### src/rtl/sram_bus_arbiter.sv
`timescale 1ns/1ps
`default_nettype none
// ============================================================================
// Module   : sram_bus_arbiter
// Purpose  : Two-requester round-robin controller for a shared 4-chip async
//            SRAM bus; one access per command with an idle turnaround cycle.
// Revision : 1.0 - initial release
// ============================================================================
module sram_bus_arbiter #(
    parameter int ADDR_WIDTH = 22,
    parameter int DATA_WIDTH = 8,
    parameter int CS_WIDTH   = 2
) (
    input  logic                                 clk,
    input  logic                                 reset,
    input  logic [1:0]                           req_valid,
    output logic [1:0]                           req_ready,
    input  logic [1:0]                           req_write,
    input  logic [2*(CS_WIDTH+ADDR_WIDTH)-1:0]   req_addr,
    input  logic [2*DATA_WIDTH-1:0]              req_wdata,
    output logic [1:0]                           rsp_valid,
    output logic [DATA_WIDTH-1:0]                rsp_data,
    output logic [ADDR_WIDTH-1:0]                bus_address,
    output logic [CS_WIDTH-1:0]                  bus_chip_select,
    output logic                                 bus_read_enable,
    output logic                                 bus_write_enable,
    output logic [DATA_WIDTH-1:0]                bus_wdata,
    output logic                                 bus_data_oe,
    input  logic [DATA_WIDTH-1:0]                bus_rdata
);

    localparam int REQ_AW = CS_WIDTH + ADDR_WIDTH;

    typedef enum logic [1:0] {
        ST_IDLE   = 2'd0,
        ST_ACCESS = 2'd1,
        ST_TURN   = 2'd2
    } state_t;

    state_t                r_state;
    logic                  r_last_grant;
    logic                  r_winner;
    logic                  r_op_write;

    logic                  w_winner;
    logic [1:0]            w_ready;
    logic                  w_accept;
    logic                  w_sel_write;
    logic [REQ_AW-1:0]     w_sel_addr;
    logic [DATA_WIDTH-1:0] w_sel_wdata;

    // Under contention the requester that did not win last time is chosen.
    always_comb begin
        w_winner = (req_valid == 2'b11) ? ~r_last_grant : req_valid[1];
        w_ready  = 2'b00;
        if (r_state == ST_IDLE && req_valid[w_winner]) begin
            w_ready[w_winner] = 1'b1;
        end
        w_accept    = |w_ready;
        w_sel_write = req_write[w_winner];
        w_sel_addr  = w_winner ? req_addr[REQ_AW +: REQ_AW] : req_addr[0 +: REQ_AW];
        w_sel_wdata = w_winner ? req_wdata[DATA_WIDTH +: DATA_WIDTH]
                               : req_wdata[0 +: DATA_WIDTH];
    end

    assign req_ready = w_ready;

    // The bus output registers double as the latched command.
    always_ff @(posedge clk or posedge reset) begin
        if (reset) begin
            r_state          <= ST_IDLE;
            r_last_grant     <= 1'b1;
            r_winner         <= 1'b0;
            r_op_write       <= 1'b0;
            rsp_valid        <= 2'b00;
            rsp_data         <= '0;
            bus_address      <= '0;
            bus_chip_select  <= '0;
            bus_read_enable  <= 1'b0;
            bus_write_enable <= 1'b0;
            bus_wdata        <= '0;
            bus_data_oe      <= 1'b0;
        end else begin
            rsp_valid <= 2'b00;
            case (r_state)
                ST_IDLE: begin
                    if (w_accept) begin
                        r_winner                        <= w_winner;
                        r_last_grant                    <= w_winner;
                        r_op_write                      <= w_sel_write;
                        {bus_chip_select, bus_address}  <= w_sel_addr;
                        bus_wdata                       <= w_sel_wdata;
                        bus_read_enable                 <= ~w_sel_write;
                        bus_write_enable                <= w_sel_write;
                        bus_data_oe                     <= w_sel_write;
                        r_state                         <= ST_ACCESS;
                    end
                end
                ST_ACCESS: begin
                    if (!r_op_write) begin
                        rsp_data <= bus_rdata;
                    end
                    bus_read_enable     <= 1'b0;
                    bus_write_enable    <= 1'b0;
                    bus_data_oe         <= 1'b0;
                    rsp_valid[r_winner] <= 1'b1;
                    r_state             <= ST_TURN;
                end
                ST_TURN: begin
                    r_state <= ST_IDLE;
                end
                default: begin
                    r_state <= ST_IDLE;
                end
            endcase
        end
    end

endmodule
`default_nettype wire

### config.mk
export PLATFORM = sky130hd
export DESIGN_NAME = sram_bus_arbiter
export DESIGN_NICKNAME = d
export VERILOG_FILES = /design/src/rtl/sram_bus_arbiter.sv
export SDC_FILE = /design/constraint.sdc
export NUM_CORES = 1
export LEC_CHECK = 0
export CORE_MARGIN = 2
export CORE_UTILIZATION = 25
export CTS_BUF_LIST = sky130_fd_sc_hd__clkbuf_8
export DETAILED_ROUTE_END_ITERATION = 16
export DONT_BUFFER_PORTS = 1
export HOLD_SLACK_MARGIN = 0.12
export SLEW_MARGIN = 40
export SYNTH_ARGS = -nofsm -noshare
export SYNTH_HDL_FRONTEND = slang
export SYNTH_SLANG_ARGS = --single-unit
### constraint.sdc
create_clock -name clk -period 1.7 [get_ports clk]
set_clock_uncertainty 0.1 [all_clocks]
set_input_delay 0.17 -clock clk [delete_from_list [all_inputs] [get_ports clk]]
set_output_delay 0.17 -clock clk [all_outputs]
set_load 0.05 [all_outputs]
After elaboration in Yosys (flattened, before gate mapping)
Index checks and enable logic that the tools add are counted.

Flip-flop bits (word level): 49. Input bits: 78. Output and inout port bits: 47. Logic and storage cells: 49.

Magnitude comparators: 4. Equal/unequal tests: 3. Muxes and demuxes: 19. Bitwise logic cells: 3. Reduce and logical (&&, ||, !) cells: 9.

Operators with widths (count): $mux 24 (1); $mux 1 (9); $mux 8 (1); $mux 2 (3); $reduce_and 2->1 (3); $lt 1x2->1 const B (2); $pmux 1 s2 (2); $pmux 2 s2 (1); $logic_and 1x1->1 (3); $not 1->1 (3); $demux 1 s1 (2); $eq 2x1->1 const B (1); $eq 2x2->1 const B (1); $ge 1x1->1 const B (2); $logic_not 2->1 (1); $ne 2x2->1 const B (1); $reduce_bool 2->1 (1); $reduce_or 2->1 (1).

Depth between registers and ports, before layout
Depth in word-level cells: 10. Depth in mapped cells: 5.

Worst setup path after synthesis
Ideal clock, no wire load.

Path type: register -> register. Start point: reg r_last_grant. End point: reg r_winner. Arrival time: 1422 ps. Required time: 1534 ps. Path slack: 112 ps. Cell stages (with the launch flop): 5. Clock period less this slack: 1588 ps. Cells stage by stage: dfstp_2 a21boi_2 clkbuf_1 and2_1 a21o_1.

Word-level cells in the longest chain between the ends: 9. Elaborated cells on any way between the ends: 13. Those cells by class: 2 x order compare; 6 x mux; 1 x bitwise; 4 x reduce/logical.

RTL lines: start, declared (RTL line 41) `logic r_last_grant;`; start signal, assigned (RTL line 89) `r_last_grant <= w_winner;`; $not 1->1 (*) (RTL line 54) `w_winner = (req_valid == 2'b11) ? ~r_last_grant : req_valid[1];`; $mux 1 (*) (RTL line 54); $lt 1x2->1 (not written as such) / $ge 1x1->1 (equally long branches) (RTL line 57) `w_ready[w_winner] = 1'b1;`; $logic_and 1x1->1 (not written as such) (RTL line 57); $mux 1 (not written as such) (RTL line 57); $demux 1 s1 (RTL line 57); $mux 2 (*) (RTL line 56) `if (r_state == ST_IDLE && req_valid[w_winner]) begin`; net req_ready[1] (RTL line 17) `output logic [1:0] req_ready,`; $reduce_or 2->1 (*) (RTL line 59) `w_accept = |w_ready;`; $reduce_and 2->1 (no line) (*); end signal, assigned (RTL line 88) `r_winner <= w_winner;`; end, declared (RTL line 42) `logic r_winner;`.

The timed path passes the listed nets; every way through them passes the cells marked *. The select of a mux whose other input is x is not followed. A chain may end at the register's enable or synchronous reset.

Final worst setup path
Start point: reg r_last_grant. End point: out req_ready[0].

Word-level cells in the longest chain between the ends: 7. Elaborated cells on any way between the ends: 11. Those cells by class: 2 x order compare; 6 x mux; 1 x bitwise; 2 x reduce/logical.

RTL lines (RTL line): $not 1->1 (*) (54); $mux 1 (*) (54); $lt 1x2->1 (not written as such) / $ge 1x1->1 (equally long branches) (57); $logic_and 1x1->1 (not written as such) (57); $mux 1 (not written as such) (57); $demux 1 s1 (57); $mux 2 (*) (56); end, declared (17).

Mark *: on every way between the ends. The rest lies on a longest branch, timed or not. The select of a mux whose other input is x is not followed.

==> flow_metrics.tcl <==
set metrics [dict create \
    switching_share_pct 50.6 \
    cp.arrival_ns 1.40 \
    power.clock.fraction_pct 12.0 \
    synth_seq_area_share_pct 58.8 \
    die_w_um 95.4 \
    coreArea_um2 8180 \
    clk_latency_ns 0.30 \
    placedInstanceArea_um2 2360 \
    cts_tree "yes" \
    dpl.hpwl_mm 3.72 \
    cts_num_sinks 49 \
    drv_slew 0 \
    worstPathRequired_ns 1.43 \
    stdcell_count 362 \
    hold_viol_final 0 \
    synth_seq_cells 49 \
    htreeDepth 2 \
    cp_max_fo 3 \
    p_int_mw 3.53 \
    vias 1787 \
    cp_slowest_cell "dfstp_2" \
    final_net_count 334 \
    design_area_um2 3350 \
    p_seq_share_pct 49.0 \
    crit_path_max_incr_delay_ns 0.56 \
    start_util_pct 25.5 \
    max_cap_violations 0 \
    rows 33 \
    antenna_found_initial 0 \
    fillers 751 \
    leakage_nw 1.57 \
    critical_path_class "flip-flop to output port" \
    drt_iter0_drc 39 \
    die_h_um 95.4 \
    grt_pass1_wl_mm 9.64 \
    synthCells 158 \
    syn_area_per_cell_um2 13.2 \
    port_buffers 0 \
    rsz0062_at_grt "yes" \
    min_period_over_period_pct 98.3 \
    crit_path_end_kind "output port" \
    fmax_mhz 598 \
    layout-drive-gt1-share_pct 21.0 \
    clockBufferDepth 2 \
    grt-ovfl-total 0 \
    drt-total-wl_mm 6.44 \
    path_buf_inv 2 \
    holdWs_ns 0.226 \
    dpl.cell_count 270 \
    layout_min_cycle_time_ns 1.67 \
    netlist_area_um2 2090 \
    synth-warning-count 0 \
    drt_pass1_iterations 4 \
    dpl_worst_slack_ns 0.176 \
    drc 0 \
    track_usage_pct 14.0 \
    place.gp.congestion 0.694 \
    clk_pin_slew_ns 0.10 \
    power_density_nw_per_um2 2140 \
    crit_chain "nand2b_1, and3_4, buf_12, buf_12" \
    crit_top_cell "buf_12" \
    critPathTopFamily "flip-flops" \
    postRouteAntennaNets 0 \
    combPwrFrac_pct 39.0 \
    grt_max_degree 39 \
    diodes 0 \
    synth_cell_types 20 \
    area_growth_pct 60.2 \
    setup_viol 0 \
    cts_root_buf "clkbuf_8" \
    peakVddDrop_v 0.000814 \
    ios 125 \
    start_kind "flip-flop" \
    grt_pass1_vias 1903 \
    fin_tns_setup_ns 0 \
    slew_headroom_pct 67.1 \
    wire_per_inst_um 17.8 \
    die_area_um2 9100 \
    status "finished clean" \
    worst_slew_pin_slew_ns 0.493 \
    syn-num-nets 236 \
    vias_per_cell 4.94 \
    p_sw_mw 3.62 \
    hp-class "input pin to asynchronous set/reset pin" \
    utilization_pct 40.9 \
    cts_buffers 5 \
    power_mw 7.16 \
    setup_ws_ns 0.0291 \
]
-- metal layers --
| metal | track usage, % | part of all wire (%) | wire (um) | up-vias |
|---|---|---|---|---|
| met5 | 0 | 0 | 0 | - |
| met4 | 4.17 | 0.98 | 63 | 0 |
| met3 | 3.95 | 7.2 | 463 | 7 |
| met2 | 25.3 | 51 | 3280 | 92 |
| met1 | 16.1 | 41 | 2630 | 887 |
| li1 | - | - | - | 801 |
-- cell type report --
class | instances | area (um^2) | share of cell area [%]
Clock inverter | 3 | 46.3 | 1.38
Sequential cell | 49 | 1230 | 36.7
Multi-Input combinational cell | 90 | 764 | 22.8
Tap cell | 105 | 131 | 3.93
Inverter | 4 | 15.0 | 0.449
Clock buffer | 5 | 68.8 | 2.06
Timing Repair Buffer | 106 | 1090 | 32.6
-- worst paths after layout --
kind / start / cells past startpoint / slack, ns / to
setup / recovery: r_last_grant / 4 / 0.03 / req_ready[0]
min in group clk: req_valid[0] / 5 / 0.36 / r_last_grant
hold / removal: reset / 2 / 0.23 / rsp_data[2]
max in group asynchronous: reset / 3 / 0.70 / r_last_grant
hold reg to reg: r_winner / 1 / 0.37 / rsp_valid[0]
setup reg to reg: r_last_grant / 5 / 0.08 / bus_address[16]
-- state kept, by name (all words and copies together), names as in the netlist, 2 cells and up --
register         cells
bus_address         22
bus_wdata            8
rsp_data             8
bus_chip_select      2
r_state              2
rsp_valid            2
-- Yosys cell counts --
library cell	count	area (um^2)
a21boi_2	1	11.3
a21o_1	2	15.0
a221o_1	32	320
and2_1	3	18.8
and3_1	33	206
buf_2	2	10.0
buf_4	3	22.5
buf_6	4	45.0
clkbuf_1	6	22.5
dfrtp_1	48	1200
dfstp_2	1	26.3
inv_1	4	15.0
mux2_2	9	101
mux2i_1	3	30.0
nand2_1	1	3.75
nand2b_1	2	12.5
nor2_1	1	3.75
nor2_2	1	6.26
nor2_4	1	11.3
o21ai_1	1	5.00
-- power by group through the flow --
stage / sequential (mW) / combinational [mW] / clock [mW]
after floorplan: 3.83 / 1.40 / 0
after global placement: 3.52 / 2.36 / 0
after detailed placement: 3.52 / 2.45 / 0
after CTS: 3.51 / 2.73 / 0.891
after global routing: 3.59 / 2.99 / 0.943
final: 3.51 / 2.79 / 0.859
-- logic make-up after synthesis --
group                  count (synthesis)  synth area share (%)
AOI/OAI and AO/OA                     36                  16.8
buffers and inverters                 19                  5.51
DFF                                   49                  58.8
muxes                                 12                  6.29
and+or+nand+nor                       42                  12.6
-- repair_timing --
item                                    in CTS  in global routing
hold endpoints to repair                    91                  1
setup buffers                                3                  3
hold buffers                                75                  2
endpoints found under the setup margin       2                  2
resized for setup                            4                  2
gates cloned                                 1                  0
pin swaps                                    2                  2
-- placed cells by master (no fill, tap or decap), drive strengths merged, types with 2 or more instances in the layout --
cell,netlist,routed
dlygate4sd3,0,77
and2,3,3
a21o,2,2
a221o,32,32
mux2,9,9
nor2,3,3
and3,33,33
nand2b,2,2
inv,4,4
clkbuf,6,5
dfrtp,48,48
buf,9,28
mux2i,3,3
Power figures use the tool's default switching activity.
